===== config.mk =====
export PLATFORM = sky130hd
export DESIGN_NAME = eep_seq_arb_flat
export DESIGN_NICKNAME = d
export VERILOG_FILES = /design/src/rtl/eep_seq_arb_if.sv /design/src/rtl/eep_seq_arb.sv /design/src/flat_wrapper.sv
export SDC_FILE = /design/constraint.sdc
export NUM_CORES = 1
export LEC_CHECK = 0
export BUFFER_PORTS_ARGS = -buffer_cell sky130_fd_sc_hd__buf_2
export CAP_MARGIN = 20
export CORE_MARGIN = 1.5
export CORE_UTILIZATION = 42
export CTS_CLUSTER_DIAMETER = 120
export DETAILED_ROUTE_END_ITERATION = 12
export GPL_TIMING_DRIVEN = 0
export PLACE_DENSITY_LB_ADDON = 0.08
export REMOVE_ABC_BUFFERS = 1
export SLEW_MARGIN = 20
export SYNTH_ARGS = -nofsm -noshare
export SYNTH_HDL_FRONTEND = slang
export SYNTH_SLANG_ARGS = --single-unit

===== constraint.sdc =====
create_clock -name clk -period 2.7 [get_ports clk]
set_clock_uncertainty 0.2 [all_clocks]
set_input_delay 0.135 -clock clk [delete_from_list [all_inputs] [get_ports clk]]
set_output_delay 0.135 -clock clk [all_outputs]
set_load 0.1 [all_outputs]

===== src/rtl/eep_seq_arb_if.sv =====
// Bundle of requester-side and EEPROM-side signals for eep_seq_arb.
// slave = the arbiter's view, master = the requesters/EEPROM environment's view.
interface eep_seq_arb_if;
  logic        rd_req0;
  logic [1:0]  addr0;
  logic        rd_req1;
  logic        wr_req1;
  logic [1:0]  addr1;
  logic [13:0] wdata1;
  logic [13:0] eep_rd_data;
  logic        done0;
  logic        done1;
  logic [13:0] rd_data;
  logic        busy;
  logic [1:0]  eep_addr;
  logic [13:0] eep_wr_data;
  logic        eep_cs_n;
  logic        eep_r_w_n;
  logic        chrg_pmp_en;
  logic [1:0]  state_dbg;

  modport slave (
    input  rd_req0, addr0, rd_req1, wr_req1, addr1, wdata1, eep_rd_data,
    output done0, done1, rd_data, busy, eep_addr, eep_wr_data,
           eep_cs_n, eep_r_w_n, chrg_pmp_en, state_dbg
  );

  modport master (
    output rd_req0, addr0, rd_req1, wr_req1, addr1, wdata1, eep_rd_data,
    input  done0, done1, rd_data, busy, eep_addr, eep_wr_data,
           eep_cs_n, eep_r_w_n, chrg_pmp_en, state_dbg
  );
endinterface


===== src/rtl/eep_seq_arb.sv =====
// Round-robin sequencer/arbiter for the shared 4 x 14-bit calibration EEPROM.
// Every output is a register loaded from the next-state decode, so it changes only on clk or reset.
module eep_seq_arb #(
  parameter int RD_CYCLES   = 2,
  parameter int PUMP_CYCLES = 2400000
) (
  input logic         clk,
  input logic         rst_n,
  eep_seq_arb_if.slave bus
);

  // Handshake: each request is a level held until its done pulse; the requester must
  // drop it by the cycle after done, otherwise the following IDLE cycle grants it again.
  typedef enum logic [1:0] {IDLE = 2'd0, READ = 2'd1, WRITE = 2'd2, DONE = 2'd3} state_t;

  localparam logic [21:0] RD_LAST   = 22'(RD_CYCLES - 1);
  localparam logic [21:0] PUMP_LAST = 22'(PUMP_CYCLES - 1);

  state_t      state, state_nx;
  logic        last_gnt, last_gnt_nx;
  logic [21:0] cnt, cnt_nx;
  logic [1:0]  addr_q, addr_nx;
  logic [13:0] wr_data_q, wr_data_nx;
  logic [13:0] rd_data_q, rd_data_nx;
  logic        cs_n_q, r_w_n_q, pump_q, done0_q, done1_q, busy_q;
  logic        req0, req1, win1;

  assign req0 = bus.rd_req0;
  assign req1 = bus.rd_req1 | bus.wr_req1;

  always_comb begin
    state_nx    = state;
    last_gnt_nx = last_gnt;
    cnt_nx      = cnt;
    addr_nx     = addr_q;
    wr_data_nx  = wr_data_q;
    rd_data_nx  = rd_data_q;
    win1        = 1'b0;
    case (state)
      IDLE: begin
        if (req0 || req1) begin
          // On contention the requester not served last time wins.
          win1        = req1 && (!req0 || !last_gnt);
          last_gnt_nx = win1;
          cnt_nx      = '0;
          if (win1) begin
            addr_nx = bus.addr1;
            if (bus.wr_req1) begin
              wr_data_nx = bus.wdata1;
              state_nx   = WRITE;
            end else begin
              state_nx = READ;
            end
          end else begin
            addr_nx  = bus.addr0;
            state_nx = READ;
          end
        end
      end
      READ: begin
        cnt_nx = cnt + 22'd1;
        if (cnt == RD_LAST) begin
          rd_data_nx = bus.eep_rd_data;
          state_nx   = DONE;
        end
      end
      WRITE: begin
        cnt_nx = cnt + 22'd1;
        if (cnt == PUMP_LAST) state_nx = DONE;
      end
      DONE:    state_nx = IDLE;
      default: state_nx = IDLE;
    endcase
  end

  always_ff @(posedge clk or negedge rst_n) begin
    if (!rst_n) begin
      state     <= IDLE;
      last_gnt  <= 1'b1;
      cnt       <= '0;
      addr_q    <= '0;
      wr_data_q <= '0;
      rd_data_q <= '0;
      cs_n_q    <= 1'b1;
      r_w_n_q   <= 1'b1;
      pump_q    <= 1'b0;
      done0_q   <= 1'b0;
      done1_q   <= 1'b0;
      busy_q    <= 1'b0;
    end else begin
      state     <= state_nx;
      last_gnt  <= last_gnt_nx;
      cnt       <= cnt_nx;
      addr_q    <= addr_nx;
      wr_data_q <= wr_data_nx;
      rd_data_q <= rd_data_nx;
      cs_n_q    <= !(state_nx == READ || state_nx == WRITE);
      r_w_n_q   <= (state_nx != WRITE);
      pump_q    <= (state_nx == WRITE);
      done0_q   <= (state_nx == DONE) && !last_gnt_nx;
      done1_q   <= (state_nx == DONE) && last_gnt_nx;
      busy_q    <= (state_nx != IDLE);
    end
  end

  assign bus.done0       = done0_q;
  assign bus.done1       = done1_q;
  assign bus.rd_data     = rd_data_q;
  assign bus.busy        = busy_q;
  assign bus.eep_addr    = addr_q;
  assign bus.eep_wr_data = wr_data_q;
  assign bus.eep_cs_n    = cs_n_q;
  assign bus.eep_r_w_n   = r_w_n_q;
  assign bus.chrg_pmp_en = pump_q;
  assign bus.state_dbg   = state;

endmodule


===== src/flat_wrapper.sv =====
// flat-port wrapper written by rule: the top's interface ports become plain ports
module eep_seq_arb_flat 
#(
  parameter int RD_CYCLES   = 2,
  parameter int PUMP_CYCLES = 2400000
)
  (clk, rst_n, bus_rd_req0, bus_addr0, bus_rd_req1, bus_wr_req1, bus_addr1, bus_wdata1, bus_eep_rd_data, bus_done0, bus_done1, bus_rd_data, bus_busy, bus_eep_addr, bus_eep_wr_data, bus_eep_cs_n, bus_eep_r_w_n, bus_chrg_pmp_en, bus_state_dbg);
  eep_seq_arb_if bus_i ();
  input logic clk;
  input logic rst_n;
  input wire logic [$bits(bus_i.rd_req0)-1:0] bus_rd_req0;
  input wire logic [$bits(bus_i.addr0)-1:0] bus_addr0;
  input wire logic [$bits(bus_i.rd_req1)-1:0] bus_rd_req1;
  input wire logic [$bits(bus_i.wr_req1)-1:0] bus_wr_req1;
  input wire logic [$bits(bus_i.addr1)-1:0] bus_addr1;
  input wire logic [$bits(bus_i.wdata1)-1:0] bus_wdata1;
  input wire logic [$bits(bus_i.eep_rd_data)-1:0] bus_eep_rd_data;
  output wire logic [$bits(bus_i.done0)-1:0] bus_done0;
  output wire logic [$bits(bus_i.done1)-1:0] bus_done1;
  output wire logic [$bits(bus_i.rd_data)-1:0] bus_rd_data;
  output wire logic [$bits(bus_i.busy)-1:0] bus_busy;
  output wire logic [$bits(bus_i.eep_addr)-1:0] bus_eep_addr;
  output wire logic [$bits(bus_i.eep_wr_data)-1:0] bus_eep_wr_data;
  output wire logic [$bits(bus_i.eep_cs_n)-1:0] bus_eep_cs_n;
  output wire logic [$bits(bus_i.eep_r_w_n)-1:0] bus_eep_r_w_n;
  output wire logic [$bits(bus_i.chrg_pmp_en)-1:0] bus_chrg_pmp_en;
  output wire logic [$bits(bus_i.state_dbg)-1:0] bus_state_dbg;
  assign bus_i.rd_req0 = bus_rd_req0;
  assign bus_i.addr0 = bus_addr0;
  assign bus_i.rd_req1 = bus_rd_req1;
  assign bus_i.wr_req1 = bus_wr_req1;
  assign bus_i.addr1 = bus_addr1;
  assign bus_i.wdata1 = bus_wdata1;
  assign bus_i.eep_rd_data = bus_eep_rd_data;
  assign bus_done0 = bus_i.done0;
  assign bus_done1 = bus_i.done1;
  assign bus_rd_data = bus_i.rd_data;
  assign bus_busy = bus_i.busy;
  assign bus_eep_addr = bus_i.eep_addr;
  assign bus_eep_wr_data = bus_i.eep_wr_data;
  assign bus_eep_cs_n = bus_i.eep_cs_n;
  assign bus_eep_r_w_n = bus_i.eep_r_w_n;
  assign bus_chrg_pmp_en = bus_i.chrg_pmp_en;
  assign bus_state_dbg = bus_i.state_dbg;
  eep_seq_arb #(.RD_CYCLES(RD_CYCLES), .PUMP_CYCLES(PUMP_CYCLES)) u_core (.clk(clk), .rst_n(rst_n), .bus(bus_i));
endmodule

### Yosys cells after proc, flatten, opt, wreduce, memory -nomap -nowiden

Cells that the tools add are included.

* register bits after elaboration: 61
* input bits: 37
* output and inout bits: 38

* $add $sub $neg: 1
* equality and inequality tests: 10
* mux-type cells: 11
* bitwise operators: 1
* reduce and logical (&&, ||, !) cells: 18

Operator list (number)
* one-hot mux 22 bit (2 select lines): 1
* adder 22 x 1 -> 22 bit, second input constant: 1
* equality test 22 x 1 -> 1 bit, second input constant: 1
* equality test 22 bit, second input constant: 1
* two-way mux 22 bit: 1
* two-way mux 2 bit: 6
* equality test 2 bit, second input constant: 4
* one-hot mux 2 bit (4 select lines): 1
* AND reduction 2 bit: 3
* equality test 2 x 1 -> 1 bit, second input constant: 2
* logical NOT 1 bit: 4
* AND reduction 4 bit: 1
* nonzero test 2 bit: 2
* logical AND 1 bit: 3
* logical OR 1 bit: 3
* logical NOT 2 bit: 1
* two-way mux 1 bit: 2
* != test 2 x 1 -> 1 bit, second input constant: 1
* != test 2 bit, second input constant: 1
* OR reduction 2 bit: 1
* bitwise OR 1 bit: 1

### Depth between registers and ports, before layout

Gate-level depths: netlist of the first run.

* depth after elaboration: 9
* gate-level depth with buffers: 8

### Least setup slack after synthesis of the first run

OpenSTA, ideal clock, no wires.

* path type: reg2reg
* start point: register u_core.state[1] (netlist: u_core.bus.state_dbg[1])
* end point: register u_core.cnt[20]
* library setup time: 78 ps
* data arrival time: 2836 ps
* required time: 2422 ps
* slack: -415 ps
* stages on the path, launching flop included: 9
* path buffers: 2
* clock period less this slack: 3115 ps
* cells stage by stage: dfrtp_1 > inv_1 > ha_1 > buf_2 > nor4b_2 > or4_4 > buf_6 > or4_1 > a21oi_1

* longest elaborated chain between the ends: 4
* elaborated cells on any way between the ends: 8

Ends and longest elaborated chain
* start: declaration: RTL line eep_seq_arb.sv:19 `state_t state, state_nx;`
* start signal: assignment: RTL line eep_seq_arb.sv:91 `state <= state_nx;`
* equality test 2 x 1 -> 1 bit / equality test 2 bit (equally long branches): RTL line eep_seq_arb.sv:39 `case (state)`
* OR reduction 2 bit (no source line)
* nonzero test 2 bit (no source line)
* AND reduction 2 bit (no source line)
* end signal: assignment: RTL line eep_seq_arb.sv:93 `cnt <= cnt_nx;`
* end: declaration: RTL line eep_seq_arb.sv:21 `logic [21:0] cnt, cnt_nx;`

Parallel ways exist; a longest one is shown, timed or not.
A chain may end at the register's enable or synchronous reset.

### Worst setup path in the final report of the first run

* start point: register u_core.state[1] (netlist: u_core.bus.state_dbg[1])
* end point: register u_core.cnt[15]

Same word-level chain as after synthesis.

==> impl_metrics.csv, run 1 <==
group,metric,value,unit
worst_setup_path,crit_required,2770,ps
timing,post-route-period-util,94.3,%
die,core_area,0.00649,mm²
synthesis,syn-instance-count,256,
timing,rsz0062_at_grt,"no",
die,die_h,85.7,µm
clock_tree,cts.path.max_buffers,2,
worst_setup_path,cp-end-kind,"register",
pwr,peakVddDrop,287,µV
worst_setup_path,timing_worst_setup_path_type,"register to register",
route,drc_errors,0,
cells_and_area,num_antenna_cells,0,
place,routabilityCongestion,0.693,
pwr,leakage,1.96,nW
synthesis,synth_ff_type,"dfrtp_1",
worst_setup_path,cp.arrival,2610,ps
pwr,powerDensity,508,mW/mm²
cells_and_area,drive_above_1_share,36.1,%
worst_setup_path,path_max_fanout,13,
synthesis,synth_xor_area_share,2.13,%
pwr,total_power,2.00,mW
global_route,grt_pass1_wl,10900,µm
clock_tree,clk_root_buffer_cell,"clkbuf_8",
global_route,antenna_found_initial,0,
timing,hold_ws,46.0,ps
timing,relSlewSlack,56.9,%
global_route,grt_pass1_vias,2319,
cells_and_area,final-instance-count-excl-fill,451,
route,routed_via_density,5.20,
global_route,grt_max_degree,34,
place,dp_cells,399,
synthesis,synth_area_leader_cell,"dfrtp_1",
place,placed_cell_area,0.00333,mm²
synthesis,synthDistinctLibCells,39,
synthesis,synth-simple-area-share,17.1,%
timing,fmax,393,MHz
die,start_util,44.3,%
clock_tree,clkTransAtPathRegs,70,ps
cells_and_area,fin_nets,415,
timing,min_period,2540,ps
route,ant_nets,0,
route,first_iter_violations,69,
synthesis,synth_top_family_by_area,"simple AND/OR/NAND/NOR gates",
synthesis,syn-cell-area,0.00288,mm²
synthesis,synth_compound_area_share,8.70,%
clock_tree,cts_sinks,61,
cells_and_area,final_common_cell,"buf_2",
synthesis,yosys-top-cells-area,"dfrtp_1 50%, mux2_2 11%, ha_1 3.9%",
synthesis,synth_top_area_share,50.5,%
synthesis,synthMuxAreaShare,11.7,%
place,dp_hpwl,4180,µm
timing,hold_viol_final,0,
synthesis,async_reset_ff_share,100,%
global_route,grt_use_total,19.2,%
flow_run,maxCapViolCount,0,
place,io_buffers,74,
synthesis,yosys_register_bits,61,
clock_tree,htree_levels,3,
cells_and_area,fillers,545,
route,via_count,2346,
die,num_rows,29,
synthesis,synth_seq_area_share,53.2,%
outcome,status,"finished clean",
timing,slew_viol_final,0,
clock_tree,numCtsBuffers,9,
die,io_pins,75,
route,drt-total-wl,6470,µm
route,routedWlPerCell,14.3,µm
clock_tree,cts_tree,"yes",
synthesis,synth_edf_count,0,
cells_and_area,area_growth,37.2,%
die,die_w,85.7,µm
synthesis,yosys_warnings,0,
timing,worst_pin_slew,647,ps
route,drt-pass1-iter-count,4,
cells_and_area,finish.instance_area,0.00394,mm²
die,dieArea,0.00735,mm²
worst_setup_path,startpoint_type,"register",
cells_and_area,mostFrequentLayoutCells,"73 x buf_2, 57 x dfrtp_1, 34 x dlygate4sd3_1",
min_path,hp-class,"input pin to asynchronous set/reset pin",
global_route,grt.overflow.total,0,
timing,setup_viol,0,
clock_tree,clk_latency,340,ps
synthesis,avgSynthCellArea,11.2,µm²
synthesis,synth_fa_ha_area_share,3.92,%
-- metrics by stage --
stage / setup TNS (ps) / util (%) / setup WS [ps]
after floorplan: -4790 / - / -411
after detailed placement: 0 / 51.3 / 64.8
after global placement: -1630 / 50.6 / -159
after global routing: 0 / 60.7 / 2.34
after CTS: 0 / 60.2 / 58.9
final: 0 / 60.7 / 155
-- kinds of logic after synthesis --
group                      after synthesis
adders and majority gates                9
xor gates and xnor gates                 7
AOI/OAI and AO/OA                       43
buffers and inverters                   20
and+or+nand+nor                         86
muxes                                   30
DFF                                     61
-- per-layer routing --
metal  share of wire [%]  vias to the layer above  GRT usage [%]
met5                   0                        -              0
met1                  46                     1121           23.9
met3                 4.7                       12           4.81
met4                 1.7                        0           9.24
met2                  47                       55           31.2
li1                    -                     1158              -
-- flip-flops by register name, summed over array words and instances, names as in the netlist, 2 cells and up --
| signal | count |
|---|---|
| u_core.cnt | 22 |
| u_core.bus.eep_wr_data | 14 |
| u_core.bus.rd_data | 14 |
| u_core.bus.state_dbg | 2 |
| u_core.bus.eep_addr | 2 |
-- path summary, 6_finish.rpt --
check / slack, ps / start / cells after the start / to
max in group asynchronous: 1680 / rst_n / 3 / u_core.last_gnt$_DFF_PN1_
min: 50 / rst_n / 2 / u_core.cnt[17]$_DFFE_PN0P_
max reg2reg: 160 / u_core.bus.state_dbg[1]$_DFF_PN0_ / 6 / u_core.cnt[15]$_DFFE_PN0P_
min reg2reg: 290 / u_core.bus.eep_addr[1]$_DFFE_PN0P_ / 2 / u_core.bus.eep_addr[1]$_DFFE_PN0P_
min in group clk: 90 / bus_rd_req1 / 4 / u_core.bus.eep_addr[1]$_DFFE_PN0P_
max: 160 / u_core.bus.state_dbg[1]$_DFF_PN0_ / 6 / u_core.cnt[15]$_DFFE_PN0P_
-- synthesized netlist by cell type, drive strengths merged (5+ instances only) --
| master | n |
|---|---|
| a21oi | 16 |
| clkbuf | 6 |
| dfrtp | 58 |
| ha | 9 |
| inv | 10 |
| mux2 | 28 |
| nand2 | 20 |
| nand3 | 10 |
| nor2 | 11 |
| nor4 | 8 |
| o21ai | 14 |
| o31ai | 7 |
| or3 | 7 |
| or4 | 8 |
| xnor2 | 5 |
-- critical path: stages, from the launching register on --
cell	delay [ps]
dfrtp_1	440
inv_1	110
ha_2	240
nor4b_2	220
or4_4	620
or4_1	500
a21oi_1	150
-- area by class of cell --
type / count / area, µm² / share of cell area (%)
multi-input combinational: 175 / 1260 / 32.0
clock buffer: 10 / 128 / 3.24
sequential: 61 / 1530 / 38.8
clock inverter: 6 / 111 / 2.82
tap: 77 / 96.3 / 2.44
inverter: 10 / 37.5 / 0.952
timing repair buffer: 112 / 776 / 19.7
-- report_power, final --
group | switching (mW) | internal, mW | total [mW] | leakage [nW]
Sequential | 0.000523 | 0.915 | 0.915 | 0.744
Clock | 0.375 | 0.613 | 0.989 | 0.116
Combinational | 0.0386 | 0.0594 | 0.0981 | 1.10
Total | 0.414 | 1.59 | 2.00 | 1.96
-- what timing repair did --
item | in CTS | in global routing
endpoints found under the hold margin | 91 | 0
resized for setup | 0 | 2
hold buffers | 34 | 0
buffers inserted | 0 | 2
endpoints found under the setup margin | 0 | 7
No activity file was read; power rests on OpenSTA's default activity.
==> run 2: changes to the inputs <==
--- a/config.mk
+++ b/config.mk
@@ -9,10 +9,11 @@
 export CAP_MARGIN = 20
 export CORE_MARGIN = 1.5
 export CORE_UTILIZATION = 42
+export CTS_BUF_LIST = sky130_fd_sc_hd__clkbuf_16
 export CTS_CLUSTER_DIAMETER = 120
 export DETAILED_ROUTE_END_ITERATION = 12
 export GPL_TIMING_DRIVEN = 0
-export PLACE_DENSITY_LB_ADDON = 0.08
+export PLACE_DENSITY = 0.73
 export REMOVE_ABC_BUFFERS = 1
 export SLEW_MARGIN = 20
 export SYNTH_ARGS = -nofsm -noshare
==> impl_metrics.csv, run 2 (synthesis gave the netlist of run 1 again) <==
group,metric,value,unit
global_route,grt_use_total,20.2,%
route,first_iter_violations,122,
clock_tree,cts_sinks,61,
die,io_pins,75,
outcome,status,"finished clean",
worst_setup_path,startpoint_type,"register",
place,placed_cell_area,0.00329,mm²
die,start_util,44.3,%
die,die_w,85.7,µm
global_route,grt_max_degree,62,
global_route,antenna_found_initial,0,
place,dp_hpwl,4160,µm
timing,post-route-period-util,94.5,%
clock_tree,post_cts_buffers,0,
timing,fmax,392,MHz
place,dp_cells,397,
place,routabilityCongestion,0.799,
clock_tree,cts.path.max_buffers,2,
min_path,hp-class,"input pin to register",
clock_tree,clkTransAtPathRegs,50,ps
worst_setup_path,path_max_fanout,13,
cells_and_area,final_util,60.6,%
clock_tree,clk_root_buffer_cell,"clkbuf_16",
die,dieArea,0.00735,mm²
route,routed_via_density,5.45,
clock_tree,numCtsBuffers,9,
global_route,grt_pass1_wl,11600,µm
cells_and_area,top_register,"u_core.cnt",
die,core_area,0.00649,mm²
worst_setup_path,timing_worst_setup_path_type,"register to register",
cells_and_area,fillers,483,
cells_and_area,final_common_cell,"buf_2",
place,io_buffers,74,
route,via_count,2430,
route,drt-pass1-iter-count,4,
pwr,powerDensity,556,mW/mm²
timing,hold_ws,35.1,ps
clock_tree,cts_tree,"yes",
timing,relSlewSlack,43.2,%
route,routedWlPerCell,15.3,µm
route,ant_nets,0,
cells_and_area,fin_nets,410,
pwr,leakage,1.97,nW
flow_run,maxCapViolCount,0,
cells_and_area,finish.instance_area,0.00394,mm²
worst_setup_path,cp.arrival,2600,ps
worst_setup_path,crit_required,2740,ps
die,num_rows,29,
pwr,total_power,2.19,mW
route,drc_errors,0,
cells_and_area,drive_above_1_share,34.7,%
timing,hold_viol_final,0,
die,die_h,85.7,µm
clock_tree,clk_latency,330,ps
cells_and_area,mostFrequentLayoutCells,"73 x buf_2, 58 x dfrtp_1, 33 x dlygate4sd3_1",
cells_and_area,largest_reg_flops,22,
worst_setup_path,cp-end-kind,"register",
timing,setup_viol,0,
cells_and_area,final-instance-count-excl-fill,446,
timing,min_period,2550,ps
pwr,peakVddDrop,446,µV
timing,rsz0062_at_grt,"no",
clock_tree,htree_levels,3,
global_route,grt.overflow.total,0,
cells_and_area,num_antenna_cells,0,
timing,slew_viol_final,0,
route,drt-total-wl,6830,µm
cells_and_area,area_growth,36.9,%
timing,worst_pin_slew,851,ps
global_route,grt_pass1_vias,2481,
run 2: cell count changes in the layout (fill, tap and decap cells not counted), sizes merged:
| cell | delta |
|---|---|
| dlygate4sd3 | -1 |
| clkinv | +2 |
| clkinvlp | -1 |
| inv | +1 |
| bufinv | -1 |
| clkbuf | -1 |
| buf | -4 |
run 2: worst paths after layout:
path                            slack, ps  cells after the start                                from                                 end
worst max-delay path                  150                      6   u_core.bus.state_dbg[0]$_DFF_PN0_          u_core.cnt[15]$_DFFE_PN0P_
worst min-delay path                   40                      4                         bus_rd_req0           u_core.last_gnt$_DFF_PN1_
worst max register to register        150                      6   u_core.bus.state_dbg[0]$_DFF_PN0_          u_core.cnt[15]$_DFFE_PN0P_
worst min register to register        280                      2  u_core.bus.eep_addr[0]$_DFFE_PN0P_  u_core.bus.eep_addr[0]$_DFFE_PN0P_
max in group asynchronous            1560                      2                               rst_n           u_core.cnt[2]$_DFFE_PN0P_
min in group asynchronous             260                      2                               rst_n   u_core.bus.rd_data[9]$_DFFE_PN0P_
run 2: timing repair:
action                                  in CTS  in global routing
gates cloned                                 0                  0
endpoints found under the setup margin       1                  3
gates resized for setup                      1                  1
pin swaps                                    0                  1
hold buffers                                33                  0
endpoints found under the hold margin       88                  0
run 2: metal layers:
layer / part of all wire [%] / global-route usage [%] / wire length, µm
met1: 41 / 23.8 / 2830
met4: 2.2 / 6.45 / 150
met3: 4.7 / 6.74 / 321
met2: 52 / 34.9 / 3530
met5: 0 / 0 / 0
run 2: through the flow:
step                worst slack (ps)  TNS (ps)
global placement                8.57         0
CTS                             98.4         0
global route                    14.0         0
finish                           147         0
floorplan                       -411     -4790
detailed placement             -5.64     -5.64
run 2: power breakdown:
group          internal [mW]  switching [mW]  total (mW)
clock                  0.793           0.383        1.18
combinational         0.0557          0.0402      0.0959
sequential             0.917        0.000559       0.918
total                   1.77           0.423        2.19
run 2: final cells by class:
type / count / area (µm²) / area share [%]
clock buffer: 9 / 225 / 5.72
tap: 77 / 96.3 / 2.45
multi-input combinational: 175 / 1260 / 32.1
inverter: 10 / 37.5 / 0.953
timing repair buffer: 107 / 703 / 17.9
sequential: 61 / 1530 / 38.9
clock inverter: 7 / 81.3 / 2.07
run 2: critical path: stages, from the launching register on:
cell and delay, ps:
dfrtp_1 430, inv_1 100, ha_2 260, nor4b_2 220
or4_4 610, or4_1 490, a21oi_1 160
==> run 3: changes to the inputs <==
--- a/config.mk
+++ b/config.mk
@@ -13,7 +13,7 @@
 export CTS_CLUSTER_DIAMETER = 120
 export DETAILED_ROUTE_END_ITERATION = 12
 export GPL_TIMING_DRIVEN = 0
-export PLACE_DENSITY = 0.73
+export PLACE_DENSITY = 0.67
 export REMOVE_ABC_BUFFERS = 1
 export SLEW_MARGIN = 20
 export SYNTH_ARGS = -nofsm -noshare
==> impl_metrics.csv, run 3 (synthesis gave the netlist of run 1 again) <==
group,metric,value,unit
global_route,grt_use_total,20.0,%
pwr,p_switching,457,µW
pwr,p_int,1.69,mW
pwr,clkPwrFrac,52.8,%
pwr,comb_power_share,4.5,%
worst_setup_path,path_max_fanout,13,
timing,rsz0062_at_grt,"no",
timing,fmax,393,MHz
route,first_iter_violations,120,
global_route,grt.overflow.total,0,
flow_run,maxCapViolCount,0,
clock_tree,clkTransAtPathRegs,50,ps
die,num_rows,29,
die,core_area,0.00649,mm²
die,start_util,44.3,%
worst_setup_path,cp_slowest_cell,"or4_4",
route,routedWlPerCell,15.1,µm
timing,hold_viol_final,0,
cells_and_area,fillers,500,
route,drc_errors,0,
worst_setup_path,cp.buffers_inverters,1,
cells_and_area,num_antenna_cells,0,
route,routed_via_density,5.32,
worst_setup_path,crit_required,2740,ps
global_route,grt_pass1_wl,11500,µm
die,die_h,85.7,µm
min_path,hp-class,"input pin to register",
die,die_w,85.7,µm
cells_and_area,drive_above_1_share,35.7,%
pwr,power.share.switching,21.3,%
route,drt-total-wl,6740,µm
global_route,antenna_found_initial,0,
min_path,min_path_cells,4,
clock_tree,cts_tree,"yes",
place,dp_hpwl,4320,µm
pwr,p_seq_share,42.7,%
worst_setup_path,startpoint_type,"register",
clock_tree,post_cts_buffers,0,
pwr,peakVddDrop,460,µV
clock_tree,cts.path.max_buffers,2,
cells_and_area,area_growth,36.9,%
worst_setup_path,timing_worst_setup_path_type,"register to register",
worst_setup_path,cp-end-kind,"register",
pwr,powerDensity,545,mW/mm²
clock_tree,clk_root_buffer_cell,"clkbuf_16",
timing,timing.setup.tns,0,ps
die,dieArea,0.00735,mm²
die,io_pins,75,
route,via_count,2376,
timing,post-route-period-util,94.3,%
worst_setup_path,cp_cell_sequence,"inv_1, ha_2, nor4b_2, or4_4, or4_1, a21oi_1",
cells_and_area,mostFrequentLayoutCells,"73 x buf_2, 58 x dfrtp_1, 33 x dlygate4sd3_1",
timing,min_period,2550,ps
timing,slew_viol_final,0,
worst_setup_path,cp_num_cells,6,
timing,setup_viol,0,
pwr,leakage,1.95,nW
cells_and_area,final_common_cell,"buf_2",
clock_tree,numCtsBuffers,9,
cells_and_area,seqCellArea,0.00153,mm²
clock_tree,htree_levels,3,
cells_and_area,fin_nets,411,
timing,hold_ws,8.42,ps
worst_setup_path,slowest_delay,610,ps
place,routabilityCongestion,0.779,
route,ant_nets,0,
outcome,status,"finished clean",
worst_setup_path,r2r_cells,6,
clock_tree,clk_latency,320,ps
clock_tree,cts_sinks,61,
timing,worst_pin_slew,865,ps
cells_and_area,largest_reg_flops,22,
global_route,grt_max_degree,62,
place,io_buffers,74,
route,drt-pass1-iter-count,4,
global_route,grt_pass1_vias,2457,
cells_and_area,top_register,"u_core.cnt",
cells_and_area,multi_input_area,0.00126,mm²
timing,relSlewSlack,42.3,%
worst_setup_path,cpLargestDelayFamily,"simple AND/OR/NAND/NOR gates",
worst_setup_path,cp.arrival,2590,ps
-- run 3: final timing paths --
path,start,to,slack [ps]
max,u_core.bus.state_dbg[1]$_DFF_PN0_,u_core.cnt[15]$_DFFE_PN0P_,150
max in group asynchronous,rst_n,u_core.cnt[1]$_DFFE_PN0P_,1560
min,bus_rd_req0,u_core.last_gnt$_DFF_PN1_,8
min reg2reg,u_core.bus.eep_addr[1]$_DFFE_PN0P_,u_core.bus.eep_addr[1]$_DFFE_PN0P_,290
min in group asynchronous,rst_n,u_core.cnt[13]$_DFFE_PN0P_,220
max reg2reg,u_core.bus.state_dbg[1]$_DFF_PN0_,u_core.cnt[15]$_DFFE_PN0P_,150
-- run 3: layout make-up --
| cell class | instances | area share, % |
|---|---|---|
| multi-input cells | 175 | 31.9 |
| flip-flops and latches | 61 | 38.9 |
| well taps | 77 | 2.45 |
| inverters | 10 | 0.954 |
| clock inverters | 7 | 1.91 |
| clock buffers | 9 | 5.72 |
| repair buffers | 108 | 18.2 |
-- run 3: power groups by stage --
stage / clock (mW) / combinational [mW] / sequential [mW]
after global routing: 1.19 / 0.107 / 0.916
after floorplan: 0 / 0.00784 / 0.933
after global placement: 0 / 0.0545 / 0.933
after CTS: 1.15 / 0.0952 / 0.917
final: 1.13 / 0.0959 / 0.917
after detailed placement: 0 / 0.0563 / 0.933
-- run 3: worst register-to-register path, stage by stage, from the launching register on --
cell and delay [ps]:
dfrtp_1 440, inv_1 110, ha_2 240, nor4b_2 220, or4_4 620, or4_1 490
a21oi_1 160
-- run 3: what timing repair did --
item,CTS,global route
resized for setup,0,1
endpoints found under the setup margin,0,3
endpoints found under the hold margin,88,0
hold buffers,33,0
-- run 3: through the flow --
step	std cells	setup WS [ps]	util, %	total power [mW]	cell area, µm²
3_3_place_gp	397	-7.46	50.6	0.987	3290
5_1_grt	447	23.6	60.6	2.22	3940
4_1_cts	447	72.8	60.6	2.16	3930
3_5_place_dp	398	73.9	50.9	0.989	3300
2_1_floorplan	246	-411	-	0.941	2820
6_report	447	153	60.6	2.15	3940
-- run 3: layer usage --
metal / global-route usage, % / wire length, µm / up-vias
li1: - / - / 1148
met1: 25.3 / 2990 / 1158
met2: 33.4 / 3450 / 63
met3: 3.85 / 225 / 7
met4: 9.09 / 70 / 0
met5: 0 / 0 / -
